$ cat src/rtl/btn_pkg.sv
// Shared types and constants for the push-button conditioner.
package btn_pkg;

    typedef enum logic [1:0] {
        RELEASED     = 2'd0,
        PRESS_PEND   = 2'd1,
        HELD         = 2'd2,
        RELEASE_PEND = 2'd3
    } btn_state_t;

    localparam int BTN_LEFT  = 0;
    localparam int BTN_RIGHT = 1;
    localparam int BTN_FUNC  = 2;

    // Counter width able to hold 0..v inclusive, never narrower than one bit.
    function automatic int cnt_width(input int v);
        return (v < 1) ? 1 : $clog2(v + 1);
    endfunction

endpackage

$ cat src/rtl/btn_channel.sv
// One button: 2-flop synchroniser, debounce counter, press/release FSM and
// optional auto-repeat (enabled by defining BTN_AUTOREPEAT_EN).
module btn_channel
    import btn_pkg::*;
#(
    parameter int DEBOUNCE_CYCLES = 1000,
    parameter int REPEAT_DELAY    = 50000,
    parameter int REPEAT_PERIOD   = 12500
) (
    input  logic clk,
    input  logic rst,
    input  logic raw,
    output logic btn_level,
    output logic btn_press,
    output logic btn_release,
    output logic btn_repeat
);

    if (DEBOUNCE_CYCLES < 1 || REPEAT_DELAY < 1 || REPEAT_PERIOD < 1) begin : g_bad_param
        $error("btn_channel: DEBOUNCE_CYCLES, REPEAT_DELAY and REPEAT_PERIOD must be >= 1");
    end

    localparam int DB_W = cnt_width(DEBOUNCE_CYCLES);
    localparam logic [DB_W-1:0] DB_LAST = DB_W'(DEBOUNCE_CYCLES - 1);

    logic [1:0]      sync_reg;
    logic            sync;
    logic [DB_W-1:0] db_cnt_reg, db_cnt_next;
    logic            db_done;
    btn_state_t      state_reg, state_next;
    logic            level_reg, level_next;
    logic            press_reg, press_next;
    logic            release_reg, release_next;

    assign sync = sync_reg[1];

    always_ff @(posedge clk) begin
        if (rst) begin
            sync_reg    <= '0;
            db_cnt_reg  <= '0;
            state_reg   <= RELEASED;
            level_reg   <= 1'b0;
            press_reg   <= 1'b0;
            release_reg <= 1'b0;
        end else begin
            sync_reg    <= {sync_reg[0], raw};
            db_cnt_reg  <= db_cnt_next;
            state_reg   <= state_next;
            level_reg   <= level_next;
            press_reg   <= press_next;
            release_reg <= release_next;
        end
    end

    // Any agreeing sample restarts the count; the count never passes DB_LAST.
    always_comb begin
        db_done     = (sync != level_reg) && (db_cnt_reg == DB_LAST);
        db_cnt_next = db_cnt_reg;
        if (sync == level_reg || db_done)
            db_cnt_next = '0;
        else if (db_cnt_reg != DB_LAST)
            db_cnt_next = db_cnt_reg + 1'b1;
    end

    always_comb begin
        state_next = state_reg;
        unique case (state_reg)
            RELEASED:     if (db_done) state_next = HELD;
                          else if (sync) state_next = PRESS_PEND;
            PRESS_PEND:   if (db_done) state_next = HELD;
                          else if (!sync) state_next = RELEASED;
            HELD:         if (db_done) state_next = RELEASED;
                          else if (!sync) state_next = RELEASE_PEND;
            RELEASE_PEND: if (db_done) state_next = RELEASED;
                          else if (sync) state_next = HELD;
            default:      state_next = RELEASED;
        endcase
    end

    always_comb begin
        level_next   = (state_next == HELD) || (state_next == RELEASE_PEND);
        press_next   = db_done && !level_reg;
        release_next = db_done && level_reg;
    end

    assign btn_level   = level_reg;
    assign btn_press   = press_reg;
    assign btn_release = release_reg;

`ifdef BTN_AUTOREPEAT_EN
    localparam int RP_W = cnt_width(REPEAT_DELAY);
    localparam logic [RP_W-1:0] RP_LAST   = RP_W'(REPEAT_DELAY - 1);
    localparam logic [RP_W-1:0] RP_RELOAD =
        RP_W'((REPEAT_DELAY >= REPEAT_PERIOD) ? (REPEAT_DELAY - REPEAT_PERIOD) : 0);

    logic [RP_W-1:0] rpt_cnt_reg, rpt_cnt_next;
    logic            rpt_pulse;
    logic            repeat_reg;

    always_ff @(posedge clk) begin
        if (rst) begin
            rpt_cnt_reg <= '0;
            repeat_reg  <= 1'b0;
        end else begin
            rpt_cnt_reg <= rpt_cnt_next;
            repeat_reg  <= press_next | rpt_pulse;
        end
    end

    // The pulse that would land on the release edge is dropped.
    always_comb begin
        rpt_cnt_next = rpt_cnt_reg;
        rpt_pulse    = 1'b0;
        if (press_next) begin
            rpt_cnt_next = '0;
        end else if (state_reg == HELD || state_reg == RELEASE_PEND) begin
            if (rpt_cnt_reg == RP_LAST) begin
                rpt_cnt_next = RP_RELOAD;
                rpt_pulse    = !release_next;
            end else if (rpt_cnt_reg < RP_LAST) begin
                rpt_cnt_next = rpt_cnt_reg + 1'b1;
            end
        end
    end

    assign btn_repeat = repeat_reg;
`else
    assign btn_repeat = press_reg;
`endif

endmodule

$ cat src/rtl/button_conditioner.sv
// Front-panel button conditioner: N_BTN independent btn_channel instances.
// Auto-repeat is built only when BTN_AUTOREPEAT_EN is defined.
module button_conditioner
    import btn_pkg::*;
#(
    parameter int N_BTN           = 3,
    parameter int DEBOUNCE_CYCLES = 1000,
    parameter int REPEAT_DELAY    = 50000,
    parameter int REPEAT_PERIOD   = 12500
) (
    input  logic             clk,
    input  logic             rst,
    input  logic [N_BTN-1:0] btn_raw,
    output logic [N_BTN-1:0] btn_level,
    output logic [N_BTN-1:0] btn_press,
    output logic [N_BTN-1:0] btn_release,
    output logic [N_BTN-1:0] btn_repeat
);

    for (genvar gi = 0; gi < N_BTN; gi++) begin : g_chan
        btn_channel #(
            .DEBOUNCE_CYCLES (DEBOUNCE_CYCLES),
            .REPEAT_DELAY    (REPEAT_DELAY),
            .REPEAT_PERIOD   (REPEAT_PERIOD)
        ) u_chan (
            .clk         (clk),
            .rst         (rst),
            .raw         (btn_raw[gi]),
            .btn_level   (btn_level[gi]),
            .btn_press   (btn_press[gi]),
            .btn_release (btn_release[gi]),
            .btn_repeat  (btn_repeat[gi])
        );
    end

endmodule

$ cat config.mk
export PLATFORM = sky130hd
export DESIGN_NAME = button_conditioner
export DESIGN_NICKNAME = d
export VERILOG_FILES = /design/src/rtl/btn_pkg.sv /design/src/rtl/btn_channel.sv /design/src/rtl/button_conditioner.sv
export SDC_FILE = /design/constraint.sdc
export NUM_CORES = 1
export LEC_CHECK = 0
export CORE_ASPECT_RATIO = 2
export CORE_MARGIN = 2
export CORE_UTILIZATION = 45
export DETAILED_ROUTE_END_ITERATION = 12
export PLACE_DENSITY = 0.67
export SETUP_SLACK_MARGIN = 0.15
export SLEW_MARGIN = 20
export SYNTH_ARGS = -nofsm -noshare
export SYNTH_HDL_FRONTEND = slang
export SYNTH_SLANG_ARGS = --single-unit
$ cat constraint.sdc
create_clock -name clk -period 1.2 [get_ports clk]
set_input_delay 0.12 -clock clk [delete_from_list [all_inputs] [get_ports clk]]
set_output_delay 0.12 -clock clk [all_outputs]
set_load 0.01 [all_outputs]
After elaboration in Yosys (flattened, before gate mapping)
Cells that the tools add are included.

Add/sub/neg operators: 3. Reductions and logical operators: 24. Muxes and demuxes: 27. Equality and inequality tests: 27.

Operators with widths (number): 2-bit two-way mux (24); 10-bit by 1-bit adder with 10-bit output, second input constant (3); 10-bit equality test, second input constant (3); 10-bit inequality test, second input constant (3); 2-bit equality test, second input constant (12); 2-bit one-hot mux with 4 select lines (3); 1-bit logical AND (9); 2-bit by 1-bit equality test with 1-bit output, second input constant (3); 2-bit logical NOT (3); 1-bit logical OR (6); 2-bit OR reduction (3); 1-bit equality test (3); 1-bit logical NOT (3); 1-bit inequality test (3).

Input port bits: 5. Output and inout bits: 12. Flip-flop bits (word level): 51. Logic and storage cells: 99.

Logic depth before layout (Yosys ltp)
Gate-level depths: netlist of run 1.

Depth after elaboration: 6. Depth in mapped cells: 5. Mapped depth without buffers: 5.

Cells and area by module
A second synthesis of run 1 with hierarchy kept.

Cells, all modules: 228. Area total of the unflattened synthesis: 2147.1 um2.

By module, submodules not included: btn_channel (cells an instance 76, seq. area each 320.3 um2, area an instance 715.7 um2, instances 3).

Least setup slack after synthesis of run 1
Ideal clock, no wire load.

Path kind: flip-flop to flip-flop. Start point: reg g_chan[1].u_chan.db_cnt_reg[0]. End point: reg g_chan[1].u_chan.db_cnt_reg[7]. Required time: 1081 ps. Setup slack: -156 ps. Clock period less this slack: 1356 ps. Buffers on the path: 0. Data arrival time: 1237 ps. Stages on the path, launching flop included: 6. Setup time: 119 ps. Cells stage by stage: dfxtp_1 ha_1 and4bb_1 and2_1 a21oi_1 o221a_2.

Longest elaborated chain between the ends: 4. Elaborated cells between the ends (all ways): 6. Classes of those cells: add/sub (1); eq/ne (2); reduce/logical (3).

RTL lines: start: declaration (RTL line btn_channel.sv:28) `logic [DB_W-1:0] db_cnt_reg, db_cnt_next;`; start signal: assignment (RTL line btn_channel.sv:47) `db_cnt_reg <= db_cnt_next;`; parallel branches: the longest is 4 deep, another holds 10-bit by 1-bit adder with 10-bit output.

Parallel ways; which one is timed is not known. A chain may end at the register's enable or synchronous reset.

Final worst setup path of run 1
Start point: reg g_chan[2].u_chan.db_cnt_reg[3]. End point: reg g_chan[2].u_chan.state_reg[1].

Longest elaborated chain between the ends: 4. Elaborated cells between the ends (all ways): 7. Classes of those cells: eq/ne (1); mux (5); reduce/logical (1).

RTL lines: start: declaration (RTL line btn_channel.sv:28); start signal: assignment (RTL line btn_channel.sv:47); 10-bit equality test (*) (RTL line btn_channel.sv:57) `db_done = (sync != level_reg) && (db_cnt_reg == DB_LAST);`; 1-bit logical AND (*) (RTL line btn_channel.sv:57); 2-bit two-way mux (on tied branches); 2-bit one-hot mux with 4 select lines (*) (RTL line btn_channel.sv:67) `unique case (state_reg)`; end signal: assignment (RTL line btn_channel.sv:48) `state_reg <= state_next;`; end: declaration (RTL line btn_channel.sv:30) `btn_state_t state_reg, state_next;`.

Mark *: on every way between the ends. The rest lies on a longest branch, timed or not.

==> impl_metrics.json, run 1 <==
{
  "status": "finished, violations left",
  "violations": "negative setup slack",
  "final_antenna_net_count": 0,
  "netlist_area_um2": 2030,
  "synth.distinct_cells": 42,
  "p_int_mw": 2.49,
  "synth_seq_cells": 48,
  "fin_area_um2": 2910,
  "synth.yosys.seq_area_share": 0.474,
  "max_stage_delay_ns": 0.36,
  "drt-initial-drc-count": 18,
  "setup.worst_path.end_class": "flop",
  "cp.required_ns": 1.45,
  "firstDrtPassIters": 4,
  "crit_fanout": 3,
  "grt_max_degree": 17,
  "area_growth_pct": 43.8,
  "die_w_um": 51.5,
  "numCtsBuffers": 5,
  "criticalPathCategory": "reg -> reg",
  "swShare": 0.197,
  "ir_worst_vdd_mv": 1.15,
  "min_path_type": "in -> reg",
  "post_dp_cell_area_um2": 2550,
  "boundaryPins": 17,
  "startpoint": "g_chan[2].u_chan.db_cnt_reg[3]$_SDFFE_PP0P_",
  "slew-limit-headroom": 0.818,
  "leakage_nw": 1.11,
  "htree_levels": 2,
  "hold_buffers": 0,
  "r2r-start": "g_chan[2].u_chan.db_cnt_reg[3]$_SDFFE_PP0P_",
  "grt_use_total": 0.181,
  "initial_core_util": 0.467,
  "clock.fmax_mhz": 749,
  "worstMarginPinSlew_ns": 0.271,
  "post_drt_wl_per_cell_um": 13.5,
  "clkLatencyLatePin_ns": 0.30,
  "n_antenna_cell": 0,
  "seq_area_um2": 978,
  "multiInputGateArea_um2": 1170,
  "share_seq_of_total_power": 0.519,
  "synthFlopType": "dfxtp_1",
  "coreArea_um2": 4340,
  "setup_slack_ns": -0.135,
  "overflow": 0,
  "synth_nets": 224,
  "grt_pass1_vias": 1648,
  "start_kind": "flop",
  "post-dp-hpwl_mm": 3.14,
  "synth_edf_count": 0,
  "rsz0062_at_grt": "yes",
  "synthCells": 216,
  "holdPathStages": 2,
  "reg2reg_depth": 4,
  "powerDensity_nw_per_um2": 1060,
  "cts_tree": "done",
  "ys.warnings.count": 0,
  "die_area_um2": 5090,
  "skew_ns": 0.00823,
  "routed_wl_mm": 4.40,
  "cp.arrival_ns": 1.58,
  "cts_sinks": 48,
  "power_mw": 3.10,
  "clk_pin_slew_ns": 0.09,
  "row_count": 34,
  "grt_pass1_wl_mm": 6.95,
  "crit_chain": "and4bb_4, nand4_4, or3_4, a21oi_1",
  "period_needed_ns": 1.33,
  "synth-async-reset-ratio": 0,
  "grt_antenna_before_repair": 0,
  "drive_gt1_frac": 0.458,
  "syn_area_per_cell_um2": 9.38,
  "cp_slowest_cell": "or3_4",
  "final_hold_viol_count": 0,
  "place_ws_ns": -0.164,
  "vias": 1661,
  "viasPerCell": 5.11,
  "clockPowerShare": 0.452,
  "regToRegSetupSlack_ns": -0.13,
  "switching_power_mw": 0.612,
  "slew_violations": 0,
  "port_buffers": 16,
  "pwr-share-comb": 0.028,
  "largest_register_ffs": 30,
  "die_y_um": 98.9,
  "hold_start": "btn_raw[1]",
  "fillers": 374,
  "root_buffer": "clkbuf_8",
  "gp_congestion": 0.791,
  "min_period_over_period": 1.11,
  "drc": 0,
  "clockBufferDepth": 2,
  "setup_violations": 27,
  "layout.nets": 278,
  "max-cap-violations": 0
}
per-stage QoR:
| stage | TNS, ns | utilization | instances | hold WS [ns] |
|---|---|---|---|---|
| 2_1_floorplan | -0.434 | - | 216 | 0.248 |
| 6_report | -1.65 | 0.672 | 325 | 0.356 |
| 3_3_place_gp | -1.56 | 0.589 | 316 | 0.417 |
| 4_1_cts | -1.21 | 0.644 | 324 | 0.348 |
| 5_1_grt | -3.46 | 0.672 | 325 | 0.354 |
| 3_5_place_dp | -2.47 | 0.589 | 316 | 0.428 |
power by group through the flow:
stage               Clock [mW]  Combinational [mW]  Sequential [mW]
CTS                       1.43              0.0826             1.61
floorplan                    0              0.0325             1.65
finish                    1.40              0.0884             1.61
detailed placement           0              0.0749             1.65
global route              1.50              0.0954             1.61
global placement             0              0.0734             1.65
cell type report:
| type | instances | area share |
|---|---|---|
| multi-input combinational | 146 | 0.403 |
| clock inverter | 3 | 0.0236 |
| tap | 54 | 0.0232 |
| sequential | 48 | 0.336 |
| timing repair buffer | 63 | 0.183 |
| clock buffer | 5 | 0.0236 |
| inverter | 6 | 0.00773 |
cell usage after synthesis (3+ instances only):
library cell	number	area, um^2
xnor2_1	9	78.8
nor4b_1	3	26.3
ha_1	3	37.5
nand4_1	5	31.3
inv_1	6	22.5
buf_4	12	90.1
xor2_1	9	78.8
a21oi_1	11	55.1
dfxtp_1	48	961
nor2b_1	8	50.1
nand3_1	15	75.1
nor3_1	5	25.0
nor2_1	26	97.6
nand2_1	12	45.0
and3_1	7	43.8
layout by cell type, fill, tap and decap left out, types with 7 or more instances in the layout:
cell type / count
nor2_1: 19
dfxtp_2: 14
dfxtp_1: 34
xnor2_1: 7
nor2_2: 7
xor2_1: 8
buf_4: 40
nand2_1: 8
buf_6: 8
nor2b_1: 7
nand3_1: 9
repair_timing:
action                                  CTS  global route
endpoints found under the setup margin   52            51
gates resized for setup                  44            37
buffers inserted                          0             1
gates cloned                              0             0
pin swaps                                25            16
worst max-delay path, delay by kind of cell (launching register included):
| kind | cells | cell delay (ns) |
|---|---|---|
| compound gates | 1 | 0.14 |
| flops | 1 | 0.33 |
| simple gates | 3 | 0.82 |
worst paths after layout:
kind / to
worst max-delay path: g_chan[2].u_chan.state_reg[1]$_SDFF_PP0_
worst min register to register: g_chan[2].u_chan.sync_reg[1]$_SDFF_PP0_
worst max register to register: g_chan[2].u_chan.state_reg[1]$_SDFF_PP0_
worst min-delay path: g_chan[1].u_chan.sync_reg[0]$_SDFF_PP0_
layer usage:
metal	vias to the layer above	routed length, um	share of wire	track usage
li1	841	-	-	-
met1	797	1650	0.37	0.171
met2	14	2560	0.58	0.347
met3	9	73	0.017	0.0333
met4	0	121	0.027	0.0891
met5	-	0	0	0
logic make-up (layout without fill, tap and decap cells):
logic type | Yosys count | after routing | synth area share
compound gates | 24 | 24 | 0.0778
fa+ha+maj | 3 | 3 | 0.0185
simple gates | 101 | 101 | 0.283
xor+xnor | 18 | 18 | 0.0778
buf+inv | 22 | 77 | 0.0685
flops | 48 | 48 | 0.474
(Power assumes the default switching activity.)
==> run 2: changes to the inputs <==
Settings changed: CAP_MARGIN set to 15, REMOVE_ABC_BUFFERS set to 1.
==> impl_metrics.json, run 2 (synthesis results as in run 1) <==
{
  "hold_ws_ns": 0.367,
  "grt_pass1_wl_mm": 7.80,
  "slew_violations": 0,
  "setup_slack_ns": -0.153,
  "die_y_um": 98.9,
  "viasPerCell": 5.09,
  "cp.arrival_ns": 1.59,
  "drive_gt1_frac": 0.479,
  "setup_violations": 32,
  "cp.required_ns": 1.44,
  "port_buffers": 16,
  "skew_ns": 0.00586,
  "largest_register_ffs": 30,
  "setup.worst_path.end_class": "flop",
  "final_antenna_net_count": 0,
  "layout.nets": 291,
  "numCtsBuffers": 5,
  "powerDensity_nw_per_um2": 900,
  "cts_sinks": 48,
  "max_stage_delay_ns": 0.35,
  "final_hold_viol_count": 0,
  "crit_chain": "and4bb_4, nand4_4, or3_4, a21oi_1",
  "slew-limit-headroom": 0.813,
  "crit_fanout": 3,
  "setup_tns_ns": -1.93,
  "post_dp_cell_area_um2": 2510,
  "power_mw": 2.68,
  "n_antenna_cell": 0,
  "coreArea_um2": 4340,
  "post-dp-hpwl_mm": 2.97,
  "min_period_over_period": 1.13,
  "firstDrtPassIters": 4,
  "grt_use_total": 0.202,
  "htree_levels": 2,
  "hold_buffers": 0,
  "worstMarginPinSlew_ns": 0.281,
  "cp_slowest_cell": "and4bb_4",
  "row_count": 34,
  "grt_pass1_vias": 1758,
  "grt_antenna_before_repair": 0,
  "violations": "negative setup slack",
  "max-cap-violations": 0,
  "place_ws_ns": -0.172,
  "min_path_type": "in -> reg",
  "leakage_nw": 1.16,
  "seq_area_um2": 978,
  "regToRegSetupSlack_ns": -0.15,
  "root_buffer": "clkbuf_8",
  "area_growth_pct": 47.0,
  "overflow": 0,
  "die_w_um": 51.5,
  "rsz0062_at_grt": "yes",
  "vias": 1721,
  "fin_area_um2": 2980,
  "initial_core_util": 0.467,
  "cts_tree": "done",
  "final_cell_mix": "buf_4 (51), dfxtp_1 (36), nor2_1 (22), dfxtp_2 (11), buf_6 (11)",
  "gp_congestion": 0.741,
  "start_kind": "flop",
  "criticalPathCategory": "reg -> reg",
  "final_common_cell": "buf_4",
  "drc": 0,
  "multiInputGateArea_um2": 1190,
  "boundaryPins": 17,
  "ir_worst_vdd_mv": 1.08,
  "period_needed_ns": 1.35,
  "die_area_um2": 5090,
  "fillers": 342,
  "clockBufferDepth": 2,
  "status": "finished, violations left",
  "drt-initial-drc-count": 22,
  "clk_pin_slew_ns": 0.09,
  "clkLatencyLatePin_ns": 0.30,
  "post_drt_wl_per_cell_um": 13.8,
  "routed_wl_mm": 4.67,
  "clock.fmax_mhz": 739,
  "grt_max_degree": 17
}
-- run 2: changes by cell type in the layout (fill, tap and decap cells not counted), moves of 3 or more --
cell     change
buf_4       +11
nor2_2       -4
buf_6        +3
dfxtp_2      -3
nor2_1       +3
-- run 2: layout make-up --
type / instances / share of cell area
clock buffers: 5 / 0.0231
clock inverters: 3 / 0.00798
inverters: 6 / 0.00756
multi-input cells: 146 / 0.398
flip-flops and latches: 48 / 0.328
well taps: 54 / 0.0227
repair buffers: 76 / 0.212
-- run 2: worst max-delay path: cells and delay by family, from the launching register on --
kind | cells | cell delay (ns)
flops | 1 | 0.32
compound gates | 1 | 0.15
simple gates | 3 | 0.83
-- run 2: final timing paths --
kind	endpoint	from	cells past startpoint
max	g_chan[2].u_chan.btn_level$_SDFF_PP0_	g_chan[2].u_chan.db_cnt_reg[4]$_SDFFE_PP0P_	4
min reg2reg	g_chan[2].u_chan.sync_reg[1]$_SDFF_PP0_	g_chan[2].u_chan.sync_reg[0]$_SDFF_PP0_	1
max reg2reg	g_chan[2].u_chan.btn_level$_SDFF_PP0_	g_chan[2].u_chan.db_cnt_reg[4]$_SDFFE_PP0P_	4
min	g_chan[1].u_chan.sync_reg[0]$_SDFF_PP0_	btn_raw[1]	2
-- run 2: metrics by stage --
step                      utilization  cells
after floorplan                     -    200
after global placement          0.578    319
after detailed placement        0.578    319
after CTS                       0.653    333
after global routing            0.687    338
final                           0.687    338
-- run 2: repair_timing --
action	in CTS	in global routing
pin swaps	37	14
cloned	0	0
setup buffers	6	5
resized for setup	66	39
endpoints found under the setup margin	53	49
-- run 2: power by group --
group / total (mW) / internal, mW / switching, mW
Combinational: 0.0916 / 0.0492 / 0.0424
Sequential: 1.61 / 1.60 / 0.00794
Clock: 0.980 / 0.413 / 0.567
-- run 2: per-layer routing --
metal  wire [um]  GRT usage  vias up
li1            -          -      870
met1        1640      0.199      824
met2        2850      0.384       18
met3         100     0.0394        9
met4          85     0.0891        0
met5           0          0        -
==> run 3: changes to the inputs <==
Settings changed: CORE_MARGIN 2 to 1.5.
==> impl_metrics.json, run 3 (synthesis results as in run 1) <==
{
  "ir_worst_vdd_mv": 1.03,
  "area_growth_pct": 54.1,
  "final_hold_viol_count": 0,
  "r2r-start": "g_chan[2].u_chan.db_cnt_reg[4]$_SDFFE_PP0P_",
  "final_cell_mix": "buf_4 (54), dfxtp_1 (35), nor2_1 (20), buf_6 (13)",
  "grt_pass1_wl_mm": 7.91,
  "max-cap-violations": 0,
  "setup_violations": 26,
  "cp.required_ns": 1.43,
  "grt_pass1_vias": 1837,
  "clkLatencyLatePin_ns": 0.30,
  "drt-initial-drc-count": 33,
  "start_kind": "flop",
  "die_y_um": 97.9,
  "period_needed_ns": 1.37,
  "rsz0062_at_grt": "yes",
  "cts_tree": "done",
  "clockBufferDepth": 2,
  "gp_congestion": 0.771,
  "final_common_cell": "buf_4",
  "criticalPathCategory": "reg -> reg",
  "critPathCapture": "g_chan[2].u_chan.state_reg[1]$_SDFF_PP0_",
  "violations": "negative setup slack",
  "routed_wl_mm": 4.87,
  "powerDensity_nw_per_um2": 926,
  "post-dp-hpwl_mm": 3.06,
  "port_buffers": 16,
  "switching_power_mw": 0.609,
  "startpoint": "g_chan[2].u_chan.db_cnt_reg[4]$_SDFFE_PP0P_",
  "setup.worst_path.end_class": "flop",
  "fillers": 313,
  "clock.fmax_mhz": 731,
  "crit_fanout": 4,
  "grt_use_total": 0.205,
  "layout.nets": 296,
  "timing.rr.end": "g_chan[2].u_chan.state_reg[1]$_SDFF_PP0_",
  "vias": 1790,
  "min_path_type": "in -> reg",
  "cts_sinks": 48,
  "final_antenna_net_count": 0,
  "worstMarginPinSlew_ns": 0.273,
  "swShare": 0.211,
  "cp.arrival_ns": 1.60,
  "pwr-share-comb": 0.037,
  "min_period_over_period": 1.14,
  "drc": 0,
  "grt_max_degree": 17,
  "overflow": 0,
  "die_area_um2": 4940,
  "clockPowerShare": 0.408,
  "clk_pin_slew_ns": 0.09,
  "htree_levels": 2,
  "drive_gt1_frac": 0.509,
  "share_seq_of_total_power": 0.555,
  "power_mw": 2.89,
  "regToRegSetupSlack_ns": -0.17,
  "viasPerCell": 5.22,
  "holdPathStages": 2,
  "post_drt_wl_per_cell_um": 14.2,
  "p_int_mw": 2.28,
  "n_antenna_cell": 0,
  "reg2reg_depth": 4,
  "numCtsBuffers": 5,
  "grt_antenna_before_repair": 0,
  "slew-limit-headroom": 0.816,
  "root_buffer": "clkbuf_8",
  "hold_buffers": 0,
  "status": "finished, violations left",
  "skew_ns": 0.00947,
  "largest_register_ffs": 30,
  "firstDrtPassIters": 4,
  "setup_slack_ns": -0.167,
  "leakage_nw": 1.23,
  "die_w_um": 50.5,
  "row_count": 34,
  "coreArea_um2": 4340,
  "boundaryPins": 17,
  "initial_core_util": 0.467,
  "slew_violations": 0,
  "utilization": 0.720
}
==> run 3: final cells by class <==
class / count / area (um^2) / share of cell area
tap: 54 / 67.6 / 0.0216
clock inverter: 3 / 46.3 / 0.0148
timing repair buffer: 81 / 671 / 0.215
inverter: 6 / 22.5 / 0.00721
sequential: 48 / 987 / 0.316
clock buffer: 5 / 68.8 / 0.0220
multi-input combinational: 146 / 1260 / 0.404
==> run 3: power groups by stage <==
stage / logic (mW) / clock network, mW / registers [mW]
final: 0.107 / 1.18 / 1.61
after global routing: 0.114 / 1.27 / 1.61
after CTS: 0.0886 / 1.21 / 1.61
after detailed placement: 0.0759 / 0 / 1.65
after global placement: 0.0750 / 0 / 1.65
after floorplan: 0.0228 / 0 / 1.65
==> run 3: per-layer routing <==
| metal | track usage | share of wire | vias up |
|---|---|---|---|
| li1 | - | - | 878 |
| met1 | 0.201 | 0.36 | 875 |
| met2 | 0.406 | 0.60 | 30 |
| met3 | 0.0275 | 0.022 | 7 |
| met4 | 0.0811 | 0.017 | 0 |
| met5 | 0 | 0 | - |
==> run 3: how the worst min path moves through the flow <==
stage                                                 start                                 endpoint  slack [ns]
finish                                           btn_raw[1]  g_chan[1].u_chan.sync_reg[0]$_SDFF_PP0_        0.37
CTS                                              btn_raw[1]  g_chan[1].u_chan.sync_reg[0]$_SDFF_PP0_        0.37
global placement    g_chan[0].u_chan.sync_reg[0]$_SDFF_PP0_  g_chan[0].u_chan.sync_reg[1]$_SDFF_PP0_        0.42
global route                                     btn_raw[1]  g_chan[1].u_chan.sync_reg[0]$_SDFF_PP0_        0.38
floorplan                                               rst    g_chan[2].u_chan.btn_level$_SDFF_PP0_        0.19
detailed placement  g_chan[2].u_chan.sync_reg[0]$_SDFF_PP0_  g_chan[2].u_chan.sync_reg[1]$_SDFF_PP0_        0.44
==> run 3: repair_timing <==
item,CTS,global route
pin swaps,31,26
endpoints found under the setup margin,53,47
buffers inserted,9,6
gates resized for setup,72,50
==> run 3: worst max-delay path: stages (launching register included) <==
cell and delay (ns):
dfxtp_2 0.33, and4bb_4 0.35, nand4_4 0.14, or3_4 0.36
a21oi_1 0.14
==> run 3: metrics by stage <==
| step | area (um^2) | std cells | setup TNS, ns | setup slack (ns) | hold WS [ns] |
|---|---|---|---|---|---|
| CTS | 2890 | 337 | -1.83 | -0.164 | 0.367 |
| detailed placement | 2510 | 320 | -3.42 | -0.195 | 0.436 |
| finish | 3120 | 343 | -1.93 | -0.167 | 0.369 |
| global route | 3120 | 343 | -3.46 | -0.224 | 0.381 |
| global placement | 2510 | 320 | -2.62 | -0.154 | 0.423 |
| floorplan | 1910 | 200 | -1.41 | -0.156 | 0.189 |
